--- src/rtl/demux_1_16_1bit_reg.sv ---
// demux_1_16_1bit_reg: registered 1-to-16 single-bit demux with addressed and auto-scan lane selection
// Ports: clk, rst (sync, active-high); IN serial bit; VALID capture enable; S lane select (MODE=0);
//        MODE 0=addressed 1=scan; CLR sync clear; X[15:0] held lanes; PTR scan pointer;
//        FRAME_DONE one-cycle pulse once lane 15 is written in scan mode.
// Macro DEMUX_ZERO_UNSEL_EN: addressed writes zero every unselected lane (X = IN << S).
module demux_1_16_1bit_reg #(
    parameter logic [15:0] RESET_VAL  = 16'h0000,
    parameter logic [3:0]  SCAN_START = 4'd0
) (
    input  logic        clk,
    input  logic        rst,
    input  logic        IN,
    input  logic        VALID,
    input  logic [3:0]  S,
    input  logic        MODE,
    input  logic        CLR,
    output logic [15:0] X,
    output logic [3:0]  PTR,
    output logic        FRAME_DONE
);
    logic        mode_q;
    logic        mode_chg;
    logic [3:0]  cur;
    logic [3:0]  lane;
    logic [15:0] x_nxt;
    always_comb begin
        mode_chg = MODE != mode_q;
        // a mode change restarts the scan at SCAN_START even for a capture in that same cycle
        cur      = mode_chg ? SCAN_START : PTR;
        lane     = MODE ? cur : S;
`ifdef DEMUX_ZERO_UNSEL_EN
        x_nxt    = MODE ? X : 16'h0000;
`else
        x_nxt    = X;
`endif
        x_nxt[lane] = IN;
    end
    always_ff @(posedge clk) begin
        if (rst || CLR) begin
            X          <= RESET_VAL;
            PTR        <= SCAN_START;
            FRAME_DONE <= 1'b0;
            mode_q     <= MODE;
        end else begin
            mode_q     <= MODE;
            X          <= VALID ? x_nxt : X;
            PTR        <= (VALID && MODE) ? cur + 4'd1 : cur;
            FRAME_DONE <= VALID && MODE && (cur == 4'd15);
        end
    end
endmodule
--- config.mk ---
export PLATFORM = sky130hd
export DESIGN_NAME = demux_1_16_1bit_reg
export DESIGN_NICKNAME = d
export VERILOG_FILES = /design/src/rtl/demux_1_16_1bit_reg.sv
export SDC_FILE = /design/constraint.sdc
export NUM_CORES = 1
export LEC_CHECK = 0
export ABC_AREA = 1
export BUFFER_PORTS_ARGS = -buffer_cell sky130_fd_sc_hd__buf_4
export CORE_MARGIN = 2
export CORE_UTILIZATION = 54
export CTS_CLUSTER_SIZE = 12
export DETAILED_ROUTE_END_ITERATION = 10
export PLACE_DENSITY_LB_ADDON = 0.2
export SYNTH_ARGS = -nofsm -noshare
export SYNTH_HDL_FRONTEND = slang
export SYNTH_SLANG_ARGS = --single-unit
--- constraint.sdc ---
create_clock -name clk -period 3.4 [get_ports clk]
set_input_delay 0.17 -clock clk [delete_from_list [all_inputs] [get_ports clk]]
set_output_delay 0.17 -clock clk [all_outputs]
set_load 0.02 [all_outputs]
==> metrics.txt <==
initial core utilization=57.2%; CP max FO=20; vias per cell=4.64; fin area=0.00136 mm²; post-DP HPWL=1650 µm; R2R Setup Slk=2.11 ns; detailed router's first-iteration violation count=9; Via Count=1044; Clock Tree Root=clkbuf_4; CP Cell Sequence=buf_4, nor2_1, inv_1, a211oi_1; Area contributors post-synth=dfxtp_1 (40%), nor2_1 (18%), nand2_1 (16%); Die ar.=0.00243 mm²; die span in y=49.3 µm; crit end category=flip-flop; Gate Count Post-Synth=169; post-route ant nets=0; number of global-route vias before repair=868; relative slew slack=21.2%; Final Hold Viols=0; Gates resized, CTS repair=0; worst vdd ir=0.246 mV; Die W=49.3 µm; reg-to-reg startpoint=mode_q$_DFF_P_; Synth Register Bits=22; antenna violations before repair=0; post-synthesis sequential area ratio=39.7%; fmax=750 MHz; r2r endpoint=PTR[3]$_SDFF_PP0_; drt first pass iters=4; grt ovf=0; Top Layer Used=met4; Setup TNS Final=0 ns; drt drc=0; crit share post-route=39.2%; most frequent cell after synthesis=nor2_1; Slowest cell on crit path=nor2_1; Final Max Slew Viols=0; post-synth top area cell=dfxtp_1; M1 wire length=943 µm; Post-Route Hold Slack=0.0617 ns; Synth cell types=20; endpoints failing setup=0; met3 wire length=78 µm; worst-case clock buffer depth=2; CTS tree=built; maxcap violations=0; total clock buffers created by CTS=3; # IOs=31; DRT Wirelength=2040 µm; prevailing post-synth register cell=dfxtp_1; Synth Area per Inst=6.57 µm²; ys async rst share=0%; Power Dens Cells=343 mW/mm²; final core utilization=70.0%; Reg clk slew, reported paths=0.12 ns; largest net degree at the start of global routing=21; share of cells above drive strength 1=26.3%; setup repair after global routing missed its margin=no; H-Tree Depth=1; Final min period=1.33 ns; Post-CTS Setup Repair Bufs=0; Hold Crit Class=in -> reg; Core Region=0.00194 mm²; first-pass GRT wire length=3460 µm; input/output buffers=30; met2 routed WL=991 µm; row cnt=16; Worst EP arrival=1.56 ns; max incr delay on CP=0.88 ns; number of diodes=0; WHS Path Cells=1; EDFF count, synth=0; CP Class=in -> reg; slew of the pin with the lowest slew margin=1.18 ns; Critical Path RT=3.63 ns; RD Place Congestion=0.801; nets@finish=209; Hold Startpoint=MODE; Post-Synthesis Cell Area=0.00111 mm²; Post-CTS Hold Buffers=0; DR WL/cell=9.07 µm; Sink Count=22; DP Area=0.00132 mm²; Leakage=0.604 nW; status=finished clean; Post-Synthesis Net Count=179; CP Launch Type=primary input; Clk Latency, worst-skew pair=0.30 ns; hold path endpoint=mode_q$_DFF_P_; Yosys warnings=0; clock skew=0.00223 ns; synth cell count leaders=nor2_1 (54), nand2_1 (48), dfxtp_1 (22); FF-to-FF path depth=6; Global Route Usage Sum=18.3%; post-synth top area share=39.7%; Area Growth Syn to Fin=22.5%; Filler cells=191
## metrics by stage
step                      cells  worst slack [ns]  power, mW
final                       225              2.07      0.466
after CTS                   225              2.06      0.470
after detailed placement    221              1.71      0.328
after floorplan             169              2.20      0.314
after global placement      221              1.80      0.326
after global routing        225              1.90      0.489
## report_power, final
part	internal [mW]	total (mW)	leakage, nW	switching [mW]
logic	0.0221	0.0593	0.405	0.0372
registers	0.260	0.263	0.178	0.00226
clock network	0.0653	0.144	0.0210	0.0786
## per-layer routing
layer	GRT usage (%)	vias up
li1	-	570
met1	22.7	449
met2	31.1	21
met3	3.68	4
met4	7.14	0
met5	0	-
## critical path, delay by kind of cell
| kind | cells | cell delay [ns] |
|---|---|---|
| AO/OA/AOI/OAI | 1 | 0.26 |
| AND/OR/NAND/NOR | 1 | 0.88 |
| buffers and inverters | 2 | 0.25 |
## registers in the layout, summed over array words and instances, names as in the netlist
register and flops:
FRAME_DONE 1, PTR 4, X 16, mode_q 1
## cell type report
type | count | area [µm²] | area share (%)
inverter | 14 | 57.6 | 4.23
sequential | 22 | 440 | 32.4
tap | 27 | 33.8 | 2.48
timing repair buffer | 30 | 225 | 16.6
clock buffer | 4 | 36.3 | 2.67
multi-input combinational | 128 | 567 | 41.7
## how the worst max path moves through the flow
stage / startpoint / endpoint / slack (ns) / cells after the start
3_5_place_dp: CLR / PTR[1]$_SDFF_PP0_ / 1.71 / 4
3_3_place_gp: CLR / PTR[1]$_SDFF_PP0_ / 1.80 / 4
5_1_grt: CLR / PTR[1]$_SDFF_PP0_ / 1.90 / 4
6_report: CLR / PTR[1]$_SDFF_PP0_ / 2.07 / 4
4_1_cts: CLR / PTR[1]$_SDFF_PP0_ / 2.06 / 4
2_1_floorplan: PTR[1]$_SDFF_PP0_ / X[3]$_SDFFE_PP0P_ / 2.20 / 7
## cell families after synthesis
family                 share of synthesized area (%)
flip-flops                                      39.7
buffers and inverters                           9.24
AO/OA/AOI/OAI                                   2.03
AND/OR/NAND/NOR                                 49.0
## layout by cell type (no fill, tap or decap)
cell and n:
nand2_4 2, buf_4 30, nand2_2 6, nand3_1 6, clkbuf_8 1, inv_1 10, a211oi_1 1, dfxtp_1 22
nand2_1 48, nor2_4 1, a21oi_1 2, inv_6 1, clkbuf_4 3, o21ai_0 1, nand3_2 4, and2_2 1
nor2_1 54, nand4_1 2, inv_2 3
(Power assumes the default switching activity.)
